**src/rtl/phy_pkg.sv**
```systemverilog
// ----------------------------------------------------------------------------
// phy_pkg
// Shared definitions for the phy_tx lane logic.
//   DATA_W_DEFAULT : default byte-lane width
//   LANE0 / LANE1  : lane index values carried on out_lane and held in sel
// ----------------------------------------------------------------------------
package phy_pkg;

   localparam int DATA_W_DEFAULT = 8;

   localparam logic LANE0 = 1'b0;
   localparam logic LANE1 = 1'b1;

endpackage

```
**src/rtl/lane_fifo.sv**
```systemverilog
// ----------------------------------------------------------------------------
// lane_fifo
// Synchronous single-clock FIFO buffering one byte lane.
// Ports:
//   clk, reset : clock and synchronous active-high reset (empties the FIFO)
//   push, din  : write din on the rising edge when push is high and not full
//   pop        : drop the head entry on the rising edge when not empty
//   dout       : head entry, combinational (valid whenever empty is low)
//   full/empty : occupancy flags
//   count      : number of stored entries, 0..DEPTH
// ----------------------------------------------------------------------------
module lane_fifo #(
   parameter int DATA_W = 8,
   parameter int DEPTH  = 4
) (
   input  logic                     clk,
   input  logic                     reset,
   input  logic                     push,
   input  logic                     pop,
   input  logic [DATA_W-1:0]        din,
   output logic [DATA_W-1:0]        dout,
   output logic                     full,
   output logic                     empty,
   output logic [$clog2(DEPTH):0]   count
);

   localparam int AW = $clog2(DEPTH);
   localparam int CW = AW + 1;

   logic [DATA_W-1:0] mem [DEPTH];
   logic [AW-1:0]     wr_ptr;
   logic [AW-1:0]     rd_ptr;
   logic              do_push;
   logic              do_pop;

   assign full    = (count == CW'(DEPTH));
   assign empty   = (count == '0);
   assign do_push = push && !full;
   assign do_pop  = pop && !empty;
   assign dout    = mem[rd_ptr];

   // DEPTH is a power of two, so the pointers wrap by plain overflow.
   always_ff @(posedge clk) begin
      if (reset) begin
         wr_ptr <= '0;
         rd_ptr <= '0;
         count  <= '0;
      end else begin
         if (do_push) begin
            wr_ptr <= wr_ptr + 1'b1;
         end
         if (do_pop) begin
            rd_ptr <= rd_ptr + 1'b1;
         end
         case ({do_push, do_pop})
            2'b10:   count <= count + 1'b1;
            2'b01:   count <= count - 1'b1;
            default: count <= count;
         endcase
      end
   end

   // Storage carries no reset; stale entries are never visible past the pointers.
   always_ff @(posedge clk) begin
      if (do_push && !reset) begin
         mem[wr_ptr] <= din;
      end
   end

endmodule

```
**src/rtl/mux2x1_tx.sv**
```systemverilog
// ----------------------------------------------------------------------------
// mux2x1_tx
// Transmit-side 2:1 lane multiplexer: merges two byte lanes into one byte
// stream running at twice the per-lane rate, ahead of the serializer.
// Ports:
//   clk, reset              : clock and synchronous active-high reset
//   in0_* / in1_*           : per-lane valid/ready byte inputs
//   out_data/out_valid      : registered merged byte and its valid flag
//   out_lane                : lane the current out_data came from
//   fifo0_count/fifo1_count : per-lane FIFO occupancy
// STRICT_ALT=1 gives each lane fixed alternating slots (empty slot idles);
// STRICT_ALT=0 hands an empty lane's slot to the other lane.
// ----------------------------------------------------------------------------
module mux2x1_tx
   import phy_pkg::*;
#(
   parameter int DATA_W     = DATA_W_DEFAULT,
   parameter int DEPTH      = 4,
   parameter bit STRICT_ALT = 1'b1
) (
   input  logic                     clk,
   input  logic                     reset,
   input  logic [DATA_W-1:0]        in0_data,
   input  logic                     in0_valid,
   output logic                     in0_ready,
   input  logic [DATA_W-1:0]        in1_data,
   input  logic                     in1_valid,
   output logic                     in1_ready,
   output logic [DATA_W-1:0]        out_data,
   output logic                     out_valid,
   output logic                     out_lane,
   output logic [$clog2(DEPTH):0]   fifo0_count,
   output logic [$clog2(DEPTH):0]   fifo1_count
);

   logic              full0, full1;
   logic              empty0, empty1;
   logic [DATA_W-1:0] head0, head1;
   logic              push0, push1;
   logic              pop0, pop1;

   logic              sel;
   logic              sel_next;
   logic [DATA_W-1:0] data_next;
   logic              valid_next;
   logic              lane_next;

   // Ready looks only at the stored count, so a same-cycle pop never frees a slot early.
   assign in0_ready = !reset && !full0;
   assign in1_ready = !reset && !full1;
   assign push0     = in0_valid && in0_ready;
   assign push1     = in1_valid && in1_ready;

   lane_fifo #(
      .DATA_W (DATA_W),
      .DEPTH  (DEPTH)
   ) u_fifo0 (
      .clk   (clk),
      .reset (reset),
      .push  (push0),
      .pop   (pop0),
      .din   (in0_data),
      .dout  (head0),
      .full  (full0),
      .empty (empty0),
      .count (fifo0_count)
   );

   lane_fifo #(
      .DATA_W (DATA_W),
      .DEPTH  (DEPTH)
   ) u_fifo1 (
      .clk   (clk),
      .reset (reset),
      .push  (push1),
      .pop   (pop1),
      .din   (in1_data),
      .dout  (head1),
      .full  (full1),
      .empty (empty1),
      .count (fifo1_count)
   );

   // Slot selector. In work-conserving mode a borrowed slot leaves sel
   // unchanged, so the skipped lane keeps first claim on the next cycle.
   always_comb begin
      pop0       = 1'b0;
      pop1       = 1'b0;
      sel_next   = sel;
      data_next  = '0;
      valid_next = 1'b0;
      lane_next  = sel;
      if (STRICT_ALT) begin
         sel_next = ~sel;
         if (sel == LANE0 && !empty0) begin
            pop0       = 1'b1;
            data_next  = head0;
            valid_next = 1'b1;
         end else if (sel == LANE1 && !empty1) begin
            pop1       = 1'b1;
            data_next  = head1;
            valid_next = 1'b1;
         end
      end else begin
         if (sel == LANE0 && !empty0) begin
            pop0       = 1'b1;
            data_next  = head0;
            valid_next = 1'b1;
            lane_next  = LANE0;
            sel_next   = LANE1;
         end else if (sel == LANE1 && !empty1) begin
            pop1       = 1'b1;
            data_next  = head1;
            valid_next = 1'b1;
            lane_next  = LANE1;
            sel_next   = LANE0;
         end else if (!empty0) begin
            pop0       = 1'b1;
            data_next  = head0;
            valid_next = 1'b1;
            lane_next  = LANE0;
         end else if (!empty1) begin
            pop1       = 1'b1;
            data_next  = head1;
            valid_next = 1'b1;
            lane_next  = LANE1;
         end
      end
   end

   always_ff @(posedge clk) begin
      if (reset) begin
         sel       <= LANE0;
         out_data  <= '0;
         out_valid <= 1'b0;
         out_lane  <= LANE0;
      end else begin
         sel       <= sel_next;
         out_data  <= data_next;
         out_valid <= valid_next;
         out_lane  <= lane_next;
      end
   end

endmodule

```
**config.mk**
```make
export PLATFORM = sky130hd
export DESIGN_NAME = mux2x1_tx
export DESIGN_NICKNAME = d
export VERILOG_FILES = /design/src/rtl/phy_pkg.sv /design/src/rtl/lane_fifo.sv /design/src/rtl/mux2x1_tx.sv
export SDC_FILE = /design/constraint.sdc
export NUM_CORES = 1
export LEC_CHECK = 0
export ABC_AREA = 1
export BUFFER_PORTS_ARGS = -buffer_cell sky130_fd_sc_hd__buf_2
export CORE_ASPECT_RATIO = 0.9
export CORE_MARGIN = 8
export CORE_UTILIZATION = 30
export DETAILED_ROUTE_END_ITERATION = 12
export PLACE_DENSITY = 0.48
export REMOVE_ABC_BUFFERS = 1
export SYNTH_ARGS = -nofsm -noshare
export SYNTH_HDL_FRONTEND = slang
export SYNTH_SLANG_ARGS = --single-unit
export TNS_END_PERCENT = 100
```
**constraint.sdc**
```tcl
create_clock -name clk -period 2.4 [get_ports clk]
set_input_delay 0 -clock clk [delete_from_list [all_inputs] [get_ports clk]]
set_output_delay 0 -clock clk [all_outputs]
set_load 0.01 [all_outputs]
```
# Word-level counts from Yosys, hierarchy flattened
# Memory sizes are Yosys's and may differ from the RTL's. A register that Yosys moved wholly into a read port is not among the register bits.
# Cells that the tools add are included.
[op_classes]
addsub = 8
eq_ne = 6
bitwise = 1
muxes = 16
n_reduce_logical = 21
[op_table]
columns = ["operator", "count"]
rows = [
  ["8-bit 2-to-1 mux", 2],
  ["1-bit logical AND", 12],
  ["3-bit case mux with 2 select lines", 2],
  ["2-bit by 1-bit adder with 2-bit output, second input constant", 4],
  ["1-bit 2-to-1 mux", 8],
  ["2-bit 2-to-1 mux", 4],
  ["3-bit by 1-bit adder with 3-bit output, second input constant", 2],
  ["3-bit equality test, second input constant", 2],
  ["3-bit zero test", 2],
  ["3-bit by 1-bit subtractor with 3-bit output, second input constant", 2],
  ["1-bit zero test", 5],
  ["2-bit by 1-bit equality test with 1-bit output, second input constant", 2],
  ["2-bit equality test, second input constant", 2],
  ["2-bit nonzero test", 2],
  ["1-bit NOT", 1],
]
[totals]
input_bits = 20
output_inout_bits = 18
ff_bits = 25
n_memories = 2
mem_bits_rw = 64
[mem_list]
columns = ["name", "words", "word_bits", "rd", "rd_ports_with_merged_regs", "write_ports", "line", "text"]
rows = [
  ["u_fifo0.mem", 4, 8, 1, 1, 1, "lane_fifo.sv:30", "logic [DATA_W-1:0] mem [DEPTH];"],
  ["u_fifo1.mem", 4, 8, 1, 1, 1, "lane_fifo.sv:30", ""],
]

# Logic depth before layout (Yosys ltp)
[depth]
word_depth = 8
ltp_mapped = 12
ltp_nobuf = 12

# Cells and area by module
# Synthesis repeated with hierarchy kept, for this count alone.
[hier_totals]
cells_unflattened = 344
area_unflattened_um2 = 3808.7
[modules_own_cells]
columns = ["mod", "area_per_inst_um2", "cells_each", "n_inst", "seq_area_each_um2"]
rows = [
  ["lane_fifo", 1699.1, 147, 2, 1141.1],
  ["mux2x1_tx", 410.4, 50, 1, 220.2],
]

# Worst setup path before layout
# Ideal clock, no wire load.
[synth_path]
path_type = "reg-to-reg"
from = "register u_fifo1.count[1]"
to = "register u_fifo1.count[2]"
path_buffers = 0
stages_incl_launch_ff = 12
setup_ns = 0.119
t_arrival_ns = 1.688
setup_slack_ns = 0.593
required_time_ns = 2.281
cell_sequence = "dfxtp_1 -> nor2_1 -> nand2_1 -> nand2_1 -> inv_2 -> ha_1 -> inv_1 -> fa_1 -> nand2_1 -> nand3_1 -> o21ai_0 -> a21oi_1"
[synth_via]
elab_chain_len = 8
elab_cells_between_ends = 17
classes_between = "add/sub: 2; eq/ne: 3; mux: 3; reduce/logical: 9"
[synth_lines]
columns = ["item", "line", "text"]
rows = [
  ["from (decl)", "lane_fifo.sv:24", "output logic [$clog2(DEPTH):0] count"],
  ["from (signal assigned)", "lane_fifo.sv:56", "2'b10: count <= count + 1'b1;"],
  ["from (signal assigned)", "lane_fifo.sv:57", "2'b01: count <= count - 1'b1;"],
  ["from (signal assigned)", "lane_fifo.sv:58", "default: count <= count;"],
  ["3-bit zero test (*)", "lane_fifo.sv:37", "assign empty = (count == '0);"],
  ["1-bit zero test (*)", "lane_fifo.sv:39, mux2x1_tx.sv:99", ""],
  ["1-bit logical AND", "-", ""],
  ["1-bit 2-to-1 mux", "mux2x1_tx.sv:99", "end else if (sel == LANE1 && !empty1) begin"],
  ["1-bit 2-to-1 mux", "mux2x1_tx.sv:95", "if (sel == LANE0 && !empty0) begin"],
  ["1-bit logical AND (*)", "lane_fifo.sv:39", "assign do_pop = pop && !empty;"],
  ["named net u_fifo1.do_pop", "lane_fifo.sv:34", "logic do_pop;"],
  ["2-bit by 1-bit equality test with 1-bit output or 2-bit equality test (tied branches)", "lane_fifo.sv:55", "case ({do_push, do_pop})"],
  ["3-bit case mux with 2 select lines or 2-bit nonzero test (tied branches)", "-", ""],
]
# The timed path passes the listed nets; every way through them passes the cells marked *.
# A chain may end at the register's enable or synchronous reset.

# Worst setup path after layout
[layout_path]
from = "register u_fifo0.count[0]"
to = "register u_fifo0.count[2]"
[layout_via]
elab_chain_len = 7
elab_cells_between_ends = 16
classes_between = "add/sub: 2; eq/ne: 3; mux: 2; reduce/logical: 9"
[layout_lines]
columns = ["item", "line"]
rows = [
  ["from (decl)", "lane_fifo.sv:24"],
  ["from (signal assigned)", "lane_fifo.sv:56"],
  ["from (signal assigned)", "lane_fifo.sv:57"],
  ["from (signal assigned)", "lane_fifo.sv:58"],
  ["3-bit zero test or 3-bit equality test (tied branches)", "lane_fifo.sv:37, lane_fifo.sv:36"],
  ["1-bit zero test (on tied branches)", "-"],
  ["1-bit logical AND (on tied branches)", "-"],
  ["1-bit 2-to-1 mux or 1-bit logical AND (tied branches)", "mux2x1_tx.sv:95, mux2x1_tx.sv:51"],
  ["1-bit logical AND (on tied branches)", "lane_fifo.sv:39, lane_fifo.sv:38"],
  ["2-bit by 1-bit equality test with 1-bit output or 2-bit equality test (tied branches)", "lane_fifo.sv:55"],
  ["3-bit case mux with 2 select lines or 2-bit nonzero test (tied branches)", "-"],
]
# Several ways; a longest one is shown, not always the timed one.

==> impl_results.md <==
* Status: completed
* Mapped cell area at 0.00404 sq mm
* Register bit count reported by yosys at 93
* Initial antenna violation count at 0
* Main combinational cell family by area after synthesis: simple AND/OR/NAND/NOR gates
* H-tree depth at 3
* Post-synthesis mux area share at 0%
* Seq/Total Area, Yosys at 61.9%
* Clock Latency Late Sink at 0.34 ns
* Root buf cell: clkbuf_16
* Hpwl dp at 5860 um
* Slew Viols, Final at 0
* CP Capture Type: flip-flop
* Max-cap viol count at 0
* Share of layout cells above drive strength 1 at 16.4%
* Post-synthesis simple-gate area fraction at 17.1%
* Sequential fraction of design power at between 40% and 50%
* Cell mode on critical path: nand2_1
* Period utilisation layout at 82.8%
* Flop-to-flop setup slack at 0.41 ns
* Post-Syn Instances at 417
* Num CTS Buffers at 9
* Synth top area share at 47.6%
* Final Skew at 0.00763 ns
* Mean Syn Cell Area at 9.69 sq um
* Crit-path max cell delay at roughly 0.40 ns
* Final-report hold violation count at 0
* Chip height at ~130 um
* Synth area leaders: edfxtp_1 48%, dfxtp_1 14%, nand2_1 10%
* Fin util at 37.0%
* Min-delay worst type: input pin to flip-flop
* Clk sinks at 93
* Total negative slack at 0 ns
* Wire per inst at 12.7 um
* Port Buffers at 37
* Area of the multi-input gates at roughly 0.0011 sq mm
* Die W at 138 um
* Final Hold Slack at 0.0590 ns
* Vias in the first global route at between 2000 and 3000
* Peak VDD IR at 478 uV
* Worst-path cell chain: nor2_1 > nand2_1 > nand2_2 > inv_2 > ha_1 > inv_1 > fa_1 > nand2_1 > nand3_1 > o21ai_0 > a21oi_1
* Max transition margin at 69.6%
* Post-route cell area at ~0.005 sq mm
* Rows at 40
* Layout Nets at 514
* Dpl cell area at 0.00442 sq mm
* Filler Cells Inserted at 1303
* Max Root-Sink Buffers at 2
* First-pass GRT wire length at 13800 um
* Distinct cell type count after synthesis at 18
* Initial Util at 30.5%
* Total Routed Length at 8320 um
* Die ar. at 0.0174 sq mm
* Via density at 4.18
* Synth Area in XOR/XNOR at less than 1%
* Synth Area in Compound Gates at 4.96%
* Synth warnings at 0
* Final setup viols at 0
* Largest area contributor in the netlist: edfxtp_1
* Clock share of power at 32.1%
* Ant. Diodes at 0
* Least-Margin Pin Slew at 0.456 ns
* Post-layout min period at 1.99 ns
* Sw frac at between 30 and 40%
* Comb pwr share at 22.8%
* Pwr Density at between 900 and 1000 mW/mm^2
* # IOs at 38
* WS Path Type: flip-flop to flip-flop
* DRC at 0
* Largest net degree at the start of global routing at 19
* WP data arrival at 2.21 ns
* Data required time of the worst path at 2.62 ns
* Vias at 2737
* # resized after CTS at 0
* Grt total ovfl at 0
* Internal at between 3 and 4 mW
* All-Layer GR Usage at 9.94%
* F_max at 503 MHz
* GPL Wtd Cong at 0.746
* CP max FO at 10
* Sequential cell area at 0.00250 sq mm
* Pre-antenna DRT Iters at 4
* Switching pwr at 1.34 mW
* Initial DRC Count at 147
* P&R area growth vs syn at 21.6%
* Startpoint types: flip-flop
* TritonCTS clock tree: done
* LEAKAGE at 2.23 nW
* Critical path's slowest cell: fa_1
* Synth Area in Adders at 4.09%
* RSZ-0062 raised after global routing: no
* DRT antenna net count at 0
* CORE AREA at 0.0133 sq mm
* Clock-pin slew on the worst setup and hold paths at 0.06 ns
## logic make-up (layout without fill, tap and decap cells)
| group | Yosys count | count (layout) |
|---|---|---|
| and+or+nand+nor | 166 | 166 |
| buffers and inverters | 110 | 180 |
| DFF | 93 | 93 |
| AOI/OAI and AO/OA | 34 | 34 |
| adders and majority gates | 12 | 12 |
| xor gates and xnor gates | 2 | 2 |
## final cells by class
cell class | count | share of cell area, %
sequential | 93 | 50.9
tap | 168 | 4.28
clock buffer | 14 | 6.04
clock inverter | 2 | 0.229
timing repair buffer | 65 | 8.97
inverter | 99 | 7.67
multi-input combinational | 214 | 21.9
## repair_timing
action	in CTS	in global routing
setup buffers	0	0
hold endpoints to repair	67	0
hold buffers	18	0
## final timing paths
check,startpoint,to,cells after the start
setup / recovery,u_fifo0.count[0],u_fifo0.count[2],11
hold / removal,reset,lane_next,2
setup reg to reg,u_fifo0.count[0],u_fifo0.count[2],11
hold reg to reg,lane_next,lane_next,1
## routing by layer
metal  vias up  global-route usage, %  share of wire (%)
li1       1425                      -                  -
met1      1256                   12.7                 51
met2        44                   15.5                 44
met3        12                   2.33                3.3
met4         0                   4.79                1.9
met5         -                      0                  0
## synth_stat cells
library cell	instances
inv_2	4
fa_1	2
inv_4	2
nand3_2	2
dfxtp_1	29
buf_2	6
xor2_1	2
ha_1	10
inv_1	93
o21ai_0	10
nand2_2	3
a21oi_1	16
nand3_1	39
buf_6	5
nand2_1	110
nor2_1	12
edfxtp_1	64
a21oi_2	8
## layout by cell type, fill, tap and decap left out
cell type,Yosys,layout
fa_1,2,2
edfxtp_1,64,64
buf_4,0,10
dlygate4sd3_1,0,18
buf_2,6,37
inv_4,2,3
clkbuf_1,0,2
nor2_1,12,12
inv_1,93,93
a21oi_1,16,16
o21ai_0,10,10
inv_2,4,4
nand2_2,3,3
nand2_1,110,110
nand3_1,39,39
xor2_1,2,2
dfxtp_1,29,29
a21oi_2,8,8
clkbuf_16,0,11
clkinv_2,0,1
ha_1,10,10
nand3_2,2,2
clkbuf_8,0,1
## worst max-delay path: cells and delay by family, from the launching register on
| family | cells | cell delay [ns] |
|---|---|---|
| simple gates | 5 | 0.43 |
| buf+inv | 2 | 0.23 |
| flops | 1 | 0.39 |
| fa+ha+maj | 2 | 0.61 |
| compound gates | 2 | 0.22 |
## through the flow
step / total power [mW] / setup WS (ns) / instances
3_3_place_gp: 3.03 / 0.525 / 621
3_5_place_dp: 3.05 / 0.454 / 621
6_report: 4.45 / 0.413 / 655
5_1_grt: 4.72 / 0.188 / 655
4_1_cts: 4.51 / 0.420 / 655
2_1_floorplan: 2.67 / 0.593 / 406
## power by group through the flow
stage	combinational, mW	sequential, mW	clock, mW
5_1_grt	1.16	2.03	1.52
2_1_floorplan	0.603	2.06	0
4_1_cts	1.04	2.01	1.47
6_report	1.02	2.00	1.43
3_5_place_dp	1.00	2.04	0
3_3_place_gp	0.992	2.04	0
## registers in the layout (all words and copies together) (netlist names), 2 cells and up, named ones only
register and flops:
u_fifo1.mem 32, out_data 8, u_fifo0.wr_ptr 2, u_fifo0.rd_ptr 2
u_fifo1.rd_ptr 2, u_fifo1.count 3, u_fifo0.mem 32, u_fifo1.wr_ptr 2
u_fifo0.count 3
No activity file was read; power rests on OpenSTA's default activity.
